## config.mk

```make
export PLATFORM = sky130hd
export DESIGN_NAME = oled_frame_sched
export DESIGN_NICKNAME = d
export VERILOG_FILES = /design/src/rtl/oled_frame_sched.sv
export SDC_FILE = /design/constraint.sdc
export NUM_CORES = 1
export LEC_CHECK = 0
export BUFFER_PORTS_ARGS = -buffer_cell sky130_fd_sc_hd__buf_2
export CORE_AREA = 3 3 91 93
export DETAILED_ROUTE_END_ITERATION = 10
export DIE_AREA = 0 0 94 96
export PLACE_DENSITY = 0.78
export SYNTH_ARGS = -nofsm -noshare
export SYNTH_HDL_FRONTEND = slang
export SYNTH_SLANG_ARGS = --single-unit
```

## constraint.sdc

```tcl
create_clock -name CLK -period 6.4 [get_ports CLK]
set_clock_uncertainty 0.1 [all_clocks]
set_input_delay 0.32 -clock CLK [delete_from_list [all_inputs] [get_ports CLK]]
set_output_delay 0.32 -clock CLK [all_outputs]
set_load 0.05 [all_outputs]
```

## src/rtl/oled_frame_sched.sv

```systemverilog
// OLED panel sequencer: panel reset timing, init command table, then a window-set
// block plus one full ROM frame whenever the shown track changes or a redraw is forced.
module oled_frame_sched #(
   parameter int RES_CYCLES  = 20000,
   parameter int WAIT_CYCLES = 20000,
   parameter int ROWS        = 64,
   parameter int ROW_BYTES   = 192
) (
   input  logic        CLK,
   input  logic        RST,
   input  logic [2:0]  current,
   input  logic        force_refresh,
   input  logic        tx_ready,
   output logic        tx_valid,
   output logic [7:0]  tx_byte,
   output logic        tx_dc,
   output logic [16:0] pix_addr,
   input  logic [7:0]  pix_data,
   output logic        RES,
   output logic        busy,
   output logic        frame_done
);

   localparam int CNT_MAX = (RES_CYCLES > WAIT_CYCLES) ? RES_CYCLES : WAIT_CYCLES;
   localparam int CNT_W   = $clog2(CNT_MAX + 1);
   localparam logic [CNT_W-1:0] RES_LAST  = CNT_W'(RES_CYCLES - 1);
   localparam logic [CNT_W-1:0] WAIT_LAST = CNT_W'(WAIT_CYCLES - 1);
   localparam logic [5:0] ROW_LAST  = 6'(ROWS - 1);
   localparam logic [7:0] COL_LAST  = 8'(ROW_BYTES - 1);
   localparam logic [5:0] INIT_LAST = 6'd36;
   localparam logic [5:0] WIN_LAST  = 6'd5;

   typedef enum logic [2:0] {
      RST_HOLD, RST_WAIT, INIT, WIN, FETCH, SEND, CHECK, IDLE
   } state_t;

   function automatic logic [7:0] init_byte(input logic [5:0] i);
      logic [7:0] b;
      case (i)
         6'd0:  b = 8'hAE;  6'd1:  b = 8'hA0;  6'd2:  b = 8'h76;  6'd3:  b = 8'hA1;
         6'd4:  b = 8'h00;  6'd5:  b = 8'hA2;  6'd6:  b = 8'h00;  6'd7:  b = 8'hA4;
         6'd8:  b = 8'hA8;  6'd9:  b = 8'h3F;  6'd10: b = 8'hAD;  6'd11: b = 8'h8E;
         6'd12: b = 8'hB0;  6'd13: b = 8'h0B;  6'd14: b = 8'hB1;  6'd15: b = 8'h31;
         6'd16: b = 8'hB3;  6'd17: b = 8'hF0;  6'd18: b = 8'h8A;  6'd19: b = 8'h64;
         6'd20: b = 8'h8B;  6'd21: b = 8'h78;  6'd22: b = 8'h8C;  6'd23: b = 8'h64;
         6'd24: b = 8'hBB;  6'd25: b = 8'h3A;  6'd26: b = 8'hBE;  6'd27: b = 8'h3E;
         6'd28: b = 8'h87;  6'd29: b = 8'h06;  6'd30: b = 8'h81;  6'd31: b = 8'h91;
         6'd32: b = 8'h82;  6'd33: b = 8'h50;  6'd34: b = 8'h83;  6'd35: b = 8'h7D;
         6'd36: b = 8'hAF;
         default: b = 8'h00;
      endcase
      return b;
   endfunction

   function automatic logic [7:0] win_byte(input logic [5:0] i);
      logic [7:0] b;
      case (i)
         6'd0: b = 8'h15;  6'd1: b = 8'h00;  6'd2: b = 8'h5F;
         6'd3: b = 8'h75;  6'd4: b = 8'h00;  6'd5: b = 8'h3F;
         default: b = 8'h00;
      endcase
      return b;
   endfunction

   state_t            state_q, state_d;
   logic [CNT_W-1:0]  cnt_q, cnt_d;
   logic [5:0]        idx_q, idx_d;
   logic [5:0]        row_q, row_d;
   logic [7:0]        col_q, col_d;
   logic [2:0]        shown_q, shown_d;
   logic              pending_q, pending_d;
   logic              tx_valid_q, tx_valid_d;
   logic [7:0]        cmd_byte_q, cmd_byte_d;
   logic              tx_dc_q, tx_dc_d;
   logic [16:0]       pix_addr_q, pix_addr_d;
   logic              res_q, res_d;
   logic              busy_q, busy_d;
   logic              frame_done_q, frame_done_d;
   logic              accept_s;

   assign accept_s = tx_valid_q & tx_ready;

   // Next-state and next-output computation for the sequencer.
   always_comb begin
      state_d      = state_q;
      cnt_d        = cnt_q;
      idx_d        = idx_q;
      row_d        = row_q;
      col_d        = col_q;
      shown_d      = shown_q;
      tx_valid_d   = tx_valid_q;
      cmd_byte_d   = cmd_byte_q;
      tx_dc_d      = tx_dc_q;
      pix_addr_d   = pix_addr_q;
      res_d        = res_q;
      frame_done_d = 1'b0;
      if (force_refresh && (state_q != IDLE) && (state_q != CHECK)) begin
         pending_d = 1'b1;
      end else begin
         pending_d = pending_q;
      end

      case (state_q)
         RST_HOLD: begin
            if (cnt_q == RES_LAST) begin
               cnt_d   = '0;
               res_d   = 1'b1;
               state_d = RST_WAIT;
            end else begin
               cnt_d = cnt_q + CNT_W'(1);
            end
         end
         RST_WAIT: begin
            if (cnt_q == WAIT_LAST) begin
               cnt_d   = '0;
               idx_d   = 6'd0;
               state_d = INIT;
            end else begin
               cnt_d = cnt_q + CNT_W'(1);
            end
         end
         // Command sequences enter with tx_valid low and load their first byte here.
         INIT: begin
            if (!tx_valid_q) begin
               tx_valid_d = 1'b1;
               cmd_byte_d = init_byte(idx_q);
            end else if (accept_s) begin
               if (idx_q == INIT_LAST) begin
                  tx_valid_d = 1'b0;
                  idx_d      = 6'd0;
                  shown_d    = current;
                  pending_d  = 1'b0;
                  state_d    = WIN;
               end else begin
                  idx_d      = idx_q + 6'd1;
                  cmd_byte_d = init_byte(idx_q + 6'd1);
               end
            end else begin
               tx_valid_d = 1'b1;
            end
         end
         WIN: begin
            if (!tx_valid_q) begin
               tx_valid_d = 1'b1;
               cmd_byte_d = win_byte(idx_q);
            end else if (accept_s) begin
               if (idx_q == WIN_LAST) begin
                  tx_valid_d = 1'b0;
                  idx_d      = 6'd0;
                  row_d      = 6'd0;
                  col_d      = 8'd0;
                  pix_addr_d = {shown_q, 6'd0, 8'd0};
                  state_d    = FETCH;
               end else begin
                  idx_d      = idx_q + 6'd1;
                  cmd_byte_d = win_byte(idx_q + 6'd1);
               end
            end else begin
               tx_valid_d = 1'b1;
            end
         end
         FETCH: begin
            tx_valid_d = 1'b1;
            tx_dc_d    = 1'b1;
            state_d    = SEND;
         end
         SEND: begin
            if (accept_s) begin
               tx_valid_d = 1'b0;
               tx_dc_d    = 1'b0;
               if ((row_q == ROW_LAST) && (col_q == COL_LAST)) begin
                  frame_done_d = 1'b1;
                  state_d      = CHECK;
               end else begin
                  if (col_q == COL_LAST) begin
                     col_d = 8'd0;
                     row_d = row_q + 6'd1;
                  end else begin
                     col_d = col_q + 8'd1;
                  end
                  pix_addr_d = {shown_q, row_d, col_d};
                  state_d    = FETCH;
               end
            end else begin
               tx_valid_d = 1'b1;
            end
         end
         CHECK: begin
            if (pending_q || (current != shown_q)) begin
               shown_d   = current;
               pending_d = 1'b0;
               state_d   = WIN;
            end else begin
               state_d = IDLE;
            end
         end
         IDLE: begin
            if ((current != shown_q) || force_refresh) begin
               shown_d = current;
               state_d = WIN;
            end else begin
               state_d = IDLE;
            end
         end
         default: begin
            state_d = RST_HOLD;
         end
      endcase

      busy_d = (state_d != IDLE);
   end

   // State and output registers.
   always_ff @(posedge CLK or negedge RST) begin
      if (!RST) begin
         state_q      <= RST_HOLD;
         cnt_q        <= '0;
         idx_q        <= 6'd0;
         row_q        <= 6'd0;
         col_q        <= 8'd0;
         shown_q      <= 3'd0;
         pending_q    <= 1'b0;
         tx_valid_q   <= 1'b0;
         cmd_byte_q   <= 8'h00;
         tx_dc_q      <= 1'b0;
         pix_addr_q   <= 17'd0;
         res_q        <= 1'b0;
         busy_q       <= 1'b1;
         frame_done_q <= 1'b0;
      end else begin
         state_q      <= state_d;
         cnt_q        <= cnt_d;
         idx_q        <= idx_d;
         row_q        <= row_d;
         col_q        <= col_d;
         shown_q      <= shown_d;
         pending_q    <= pending_d;
         tx_valid_q   <= tx_valid_d;
         cmd_byte_q   <= cmd_byte_d;
         tx_dc_q      <= tx_dc_d;
         pix_addr_q   <= pix_addr_d;
         res_q        <= res_d;
         busy_q       <= busy_d;
         frame_done_q <= frame_done_d;
      end
   end

   // Pixel bytes come straight off the ROM port; pix_addr is held through SEND,
   // so the byte stays stable while the serializer stalls.
   assign tx_byte    = tx_dc_q ? pix_data : cmd_byte_q;
   assign tx_valid   = tx_valid_q;
   assign tx_dc      = tx_dc_q;
   assign pix_addr   = pix_addr_q;
   assign RES        = res_q;
   assign busy       = busy_q;
   assign frame_done = frame_done_q;

endmodule
```

==> results of run 1 <==
## per-stage QoR
stage	util	setup WS, ns	hold WS (ns)	cell area, um^2	cells
after floorplan	-	3.13	-0.0756	4430	538
after global placement	0.615	2.32	0.340	4680	654
after detailed placement	0.615	2.08	0.348	4680	654
after CTS	0.641	2.07	0.0443	4880	670
after global routing	0.641	1.60	0.0723	4880	670
final	0.641	1.89	-0.0203	4880	670
## cell families after synthesis
family                     share of synthesized area
and+or+nand+nor                                0.229
AOI/OAI and AO/OA                              0.255
DFF                                            0.328
buffers and inverters                         0.0435
xor gates and xnor gates                      0.0494
muxes                                         0.0497
adders and majority gates                     0.0452
## cell usage after synthesis, drive strengths merged (4+ instances only)
cell	instances
nand3	27
o211ai	11
o22ai	4
nand2	57
o21ai	46
mux2i	4
nand2b	14
and3	12
a211oi	5
a21oi	34
inv	14
a22o	4
buf	4
a2bb2oi	5
nand4	11
a21o	4
a211o	4
o221ai	5
or3	4
a21boi	4
clkbuf	31
ha	16
xnor2	14
o2111ai	6
a31oi	4
nor2	42
dfrtp	57
nor3	8
xor2	11
mux2	16
## worst max-delay path, delay by kind of cell, from the launching register on
| kind | cells | cell delay (ns) |
|---|---|---|
| buffers and inverters | 1 | 0.16 |
| AND/OR/NAND/NOR | 2 | 0.35 |
| flip-flops | 1 | 0.89 |
| AO/OA/AOI/OAI | 4 | 1.32 |
| adder cells (fa/ha/maj) | 2 | 1.60 |
## power groups by stage
stage               clock, uW  sequential, uW  combinational (uW)
finish                    352             556                1080
global route              368             571                1170
CTS                       359             554                1050
detailed placement          0             561                1040
global placement            0             557                1040
floorplan                   0             542                 805
## worst paths after layout
kind	cells after the start	from	slack (ns)	to
worst max-delay path	9	idx_q[0]$_DFFE_PN0P_	1.89	cmd_byte_q[1]$_DFFE_PN0P_
worst min-delay path	2	RST	-0.02	cmd_byte_q[7]$_DFFE_PN0P_
worst max register to register	9	idx_q[0]$_DFFE_PN0P_	1.89	cmd_byte_q[1]$_DFFE_PN0P_
worst min register to register	1	RES$_DFFE_PN0P_	0.36	RES$_DFFE_PN0P_
max in group asynchronous	2	RST	5.67	idx_q[2]$_DFFE_PN0P_
min in group CLK	2	current[0]	0.13	shown_q[0]$_DFFE_PN0P_
## registers in the layout, summed over array words and instances (netlist names)
signal / count
pix_addr: 5
col_q: 7
RES: 1
shown_q: 3
busy: 1
idx_q: 6
cnt_q: 15
frame_done: 1
row_q: 5
pending_q: 1
cmd_byte_q: 8
tx_valid: 1
tx_dc: 1
state_q: 3
## cell type report
type | count | area, um^2 | area share
Clock buffer | 11 | 141 | 0.0290
Clock inverter | 5 | 53.8 | 0.0110
Inverter | 15 | 56.3 | 0.0115
Multi-Input combinational cell | 430 | 2790 | 0.572
Sequential cell | 58 | 1450 | 0.298
Tap cell | 102 | 128 | 0.0262
Timing Repair Buffer | 49 | 258 | 0.0528
## metal layers
layer / vias up / routed length (um) / track usage
li1: 2045 / - / -
met1: 2081 / 5430 / 0.390
met2: 210 / 5710 / 0.447
met3: 43 / 1020 / 0.0618
met4: 0 / 441 / 0.146
met5: - / 0 / 0
==> flow_metrics.env, run 1 <==
export IMPL_min_period_ns=4.51
export IMPL_pwr_share_seq=0.280
export IMPL_synth_area_um2=4430
export IMPL_drt_vias_per_instance=6.54
export IMPL_whs_ns=-0.0203
export IMPL_fin_crit_sh=0.704
export IMPL_core_um2=7610
export IMPL_synth_seq_cells=58
export IMPL_max_freq_ghz=0.222
export IMPL_initial_core_util=0.583
export IMPL_fill_cells=652
export IMPL_synthToLayoutAreaGrowth_pct=10.0
export IMPL_cts_resized=0
export IMPL_htree_levels=3
export IMPL_p_int_uw=1020
export IMPL_syn_inst=538
export IMPL_critPathLaunchType="flip-flop"
export IMPL_num_antenna_cells=0
export IMPL_cts_tree="done"
export IMPL_crit_slowest_cell="dfrtp_1"
export IMPL_synth_edff_count=0
export IMPL_drc=0
export IMPL_finalNetCount=594
export IMPL_clkSlewWorstSetupHoldPaths_ns=0.08
export IMPL_synth_top_area_cell="dfrtp_1"
export IMPL_antenna_left=0
export IMPL_cts_buffer_depth=2
export IMPL_die_y_um=96
export IMPL_peakVddDrop_mv=0.249
export IMPL_power_switching_uw=967
export IMPL_numPortBuffers=44
export IMPL_rsz0062_at_grt="no"
export IMPL_path_common_cell="ha_1"
export IMPL_required_ns=6.58
export IMPL_yosysWarnings=0
export IMPL_final_cell_mix="dfrtp_1, nand2_1, o21ai_0, buf_2, nor2_1"
export IMPL_cts_sinks=58
export IMPL_dr_pass1_iters=5
export IMPL_wire_per_inst_um=18.8
export IMPL_routed_wirelength_um=12600
export IMPL_worstMarginPinSlew_ns=1.12
export IMPL_grt_max_degree=59
export IMPL_final_max_slew_viol_count=0
export IMPL_cts_root_buf="clkbuf_8"
export IMPL_drtIter0Drc=443
export IMPL_synthArstFlopShare=1.00
export IMPL_crit_type="reg -> reg"
export IMPL_rows=32
export IMPL_dieArea_um2=9020
export IMPL_pin_count=45
export IMPL_cts_setup_buffers=0
export IMPL_die_width_um=94
export IMPL_status="complete, but fails checks"
export IMPL_grt_usage=0.291
export IMPL_ys_types=67
export IMPL_timing_slew_headroom=0.246
export IMPL_drive_gt1_frac=0.157
export IMPL_cp_cell_sequence="ha_1, inv_1, ha_1, nand2_1, o21ai_0, a41oi_1, a2111oi_0, o221ai_1, nand4_1"
export IMPL_cts_made_buffers=9
export IMPL_ys_seq_area_frac=0.328
export IMPL_grt_pass1_wl_um=20600
export IMPL_holdCritPathClass="in -> async"
export IMPL_via_count=4379
export IMPL_avgSynthCellArea_um2=8.24
export IMPL_violations="hold timing"
export IMPL_synth_top_cell_area_share=0.322
export IMPL_cp_end_kind="flip-flop"
export IMPL_cap_violations=0
export IMPL_p_per_area_nw_per_um2=407
export IMPL_synth_nets=569
export IMPL_cp_arrival_ns=4.69
export IMPL_synth_main_ff_cell="dfrtp_1"
export IMPL_crit_fanout=26
export IMPL_power_share_clock=0.177
export IMPL_pwr_share_comb=0.542
export IMPL_hold_viol=3
export IMPL_setup_tns_ns=0
export IMPL_synthTopCellsByArea="dfrtp_1, o21ai_0, nand2_1"
export IMPL_cts_hold_buf=0
export IMPL_p_leak_uw=0.00215
export IMPL_dp_hpwl_um=8870
export IMPL_antenna_found_initial=0
export IMPL_p_sw_frac=0.487
export IMPL_finalPower_uw=1980
export IMPL_grt_overflow_total=0
export IMPL_grt_pass1_vias=4030
export IMPL_gp_congestion=0.955
export IMPL_cp_slowest_stage_delay_ns=0.89
export IMPL_clock_latency_ns=0.36
export IMPL_finalSetupViolations=0
Power figures use the tool's default switching activity.
==> run 2, diff against run 1 <==
--- a/config.mk
+++ b/config.mk
@@ -6,10 +6,10 @@
 export NUM_CORES = 1
 export LEC_CHECK = 0
 export BUFFER_PORTS_ARGS = -buffer_cell sky130_fd_sc_hd__buf_2
-export CORE_AREA = 3 3 91 93
+export CORE_AREA = 3 3 95 97
 export DETAILED_ROUTE_END_ITERATION = 10
-export DIE_AREA = 0 0 94 96
-export PLACE_DENSITY = 0.78
+export DIE_AREA = 0 0 98 100
+export PLACE_DENSITY = 0.76
 export SYNTH_ARGS = -nofsm -noshare
 export SYNTH_HDL_FRONTEND = slang
 export SYNTH_SLANG_ARGS = --single-unit
==> constraint.sdc (replaced) <==
create_clock -name CLK -period 3.86 [get_ports CLK]
set_clock_uncertainty 0.1 [all_clocks]
set_input_delay 0.193 -clock CLK [delete_from_list [all_inputs] [get_ports CLK]]
set_output_delay 0.193 -clock CLK [all_outputs]
set_load 0.05 [all_outputs]
==> run 2 against run 1 <==
The run now ends clean. Design area up 1.4%. Worst hold slack better by 0.025 ns. Clock power up 61%. Sequential power up 67%. Core utilization down 3.9 points. Clock-buffer cell count down 2. First-iteration DRC count up 12%. Non-clock buffer count up 8. Register-to-register slack worse by 1.5 ns. Critical path depth unchanged. Via count up 1.6%. Critical path type unchanged. Largest cell class unchanged. Largest power group unchanged. Highest routed layer unchanged.
==> flow_metrics.env, run 2 (same netlist as run 1, synthesis figures left out) <==
export IMPL_crit_type="reg -> reg"
export IMPL_antenna_left=0
export IMPL_clkSlewWorstSetupHoldPaths_ns=0.08
export IMPL_cp_end_kind="flip-flop"
export IMPL_cts_buffer_depth=2
export IMPL_wire_per_inst_um=18.6
export IMPL_grt_overflow_total=0
export IMPL_r2r_start="idx_q[2]$_DFFE_PN0P_"
export IMPL_cts_root_buf="clkbuf_8"
export IMPL_critPathLaunchType="flip-flop"
export IMPL_final_cell_mix="dfrtp_1, nand2_1, o21ai_0, buf_2, nor2_1"
export IMPL_antenna_found_initial=0
export IMPL_worst_r2r_cell_count=9
export IMPL_reg_top3="cnt_q: 15 flops, cmd_byte_q: 8 flops, col_q: 7 flops"
export IMPL_whs_endpoint="shown_q[0]$_DFFE_PN0P_"
export IMPL_cts_resized=0
export IMPL_htree_levels=3
export IMPL_routed_wirelength_um=12700
export IMPL_max_flop_register="cnt_q"
export IMPL_worstMarginPinSlew_ns=1.17
export IMPL_drive_gt1_frac=0.167
export IMPL_rsz0062_at_grt="no"
export IMPL_rows=33
export IMPL_clock_latency_ns=0.36
export IMPL_setup_tns_ns=0
export IMPL_status="completed"
export IMPL_reg2reg_slack_ns=0.36
export IMPL_dp_hpwl_um=9230
export IMPL_grt_max_degree=32
export IMPL_cts_tree="done"
export IMPL_largest_reg_flops=15
export IMPL_gp_congestion=0.944
export IMPL_core_um2=8220
export IMPL_min_path_cells=2
export IMPL_die_y_um=100
export IMPL_cp_arrival_ns=3.69
export IMPL_holdCritPathClass="in -> reg"
export IMPL_max_freq_ghz=0.285
export IMPL_timing_slew_headroom=0.217
export IMPL_cts_sinks=58
export IMPL_fin_crit_sh=0.908
export IMPL_p_per_area_nw_per_um2=668
export IMPL_drt_vias_per_instance=6.53
export IMPL_min_period_ns=3.50
export IMPL_drtIter0Drc=497
export IMPL_initial_core_util=0.540
export IMPL_r2r_end="cmd_byte_q[1]$_DFFE_PN0P_"
export IMPL_pin_count=45
export IMPL_grt_pass1_wl_um=20900
export IMPL_cts_hold_buf=2
export IMPL_cts_setup_buffers=0
export IMPL_dr_pass1_iters=5
export IMPL_finalNetCount=602
export IMPL_worstHoldStart="current[0]"
export IMPL_die_width_um=98
export IMPL_synthToLayoutAreaGrowth_pct=11.5
export IMPL_required_ns=4.04
export IMPL_dieArea_um2=9800
export IMPL_final_max_slew_viol_count=0
export IMPL_hold_viol=0
export IMPL_p_leak_uw=0.00219
export IMPL_drc=0
export IMPL_whs_ns=0.00440
export IMPL_via_count=4447
export IMPL_finalSetupViolations=0
export IMPL_numPortBuffers=44
export IMPL_grt_pass1_vias=4258
export IMPL_num_antenna_cells=0
export IMPL_crit_fanout=19
export IMPL_cap_violations=0
export IMPL_peakVddDrop_mv=0.653
export IMPL_cts_made_buffers=9
export IMPL_grt_usage=0.263
[run 2: final cells by class]
type / count / area [um^2]
tap: 105 / 131
inverter: 15 / 56.3
sequential: 58 / 1450
fill: 745 / 3270
clock buffer: 9 / 124
multi-input combinational: 430 / 2790
clock inverter: 7 / 68.8
timing repair buffer: 57 / 323
[run 2: stage by stage]
| step | utilization | setup WS, ns | instances | total power [uW] | area (um^2) |
|---|---|---|---|---|---|
| floorplan | - | 0.587 | 538 | 2230 | 4430 |
| detailed placement | 0.576 | 0.623 | 663 | 2690 | 4730 |
| finish | 0.602 | 0.355 | 681 | 3300 | 4940 |
| global placement | 0.576 | 0.771 | 663 | 2680 | 4730 |
| global route | 0.602 | 0.271 | 681 | 3520 | 4940 |
| CTS | 0.602 | 0.582 | 681 | 3270 | 4940 |
[run 2: worst max-delay path: stages (launching register included)]
cell,delay [ns]
dfrtp_1,0.67
inv_1,0.21
ha_1,0.75
nand2_1,0.19
o21ai_0,0.18
a41oi_1,0.17
a2111oi_0,0.70
buf_4,0.23
o221ai_1,0.11
nand4_1,0.12
[run 2: worst max-delay path by stage]
stage	slack (ns)	cells after the start	to	start
floorplan	0.59	12	cmd_byte_q[1]$_DFFE_PN0P_	idx_q[1]$_DFFE_PN0P_
global route	0.27	9	cmd_byte_q[1]$_DFFE_PN0P_	idx_q[2]$_DFFE_PN0P_
finish	0.36	9	cmd_byte_q[1]$_DFFE_PN0P_	idx_q[2]$_DFFE_PN0P_
CTS	0.58	9	cmd_byte_q[1]$_DFFE_PN0P_	idx_q[2]$_DFFE_PN0P_
global placement	0.77	9	cmd_byte_q[1]$_DFFE_PN0P_	idx_q[2]$_DFFE_PN0P_
detailed placement	0.62	9	cmd_byte_q[1]$_DFFE_PN0P_	idx_q[2]$_DFFE_PN0P_
[run 2: layer usage]
metal / track usage / vias up / part of all wire
li1: - / 2069 / -
met1: 0.345 / 2134 / 0.43
met2: 0.418 / 198 / 0.46
met3: 0.0473 / 46 / 0.064
met4: 0.134 / 0 / 0.039
met5: 0 / - / 0
[run 2: report_power, final]
part	total, uW	switching [uW]	internal, uW	leakage (uW)
sequential	929	195	734	0.000751
combinational	1810	1150	658	0.00134
clock	568	272	296	0.0000954
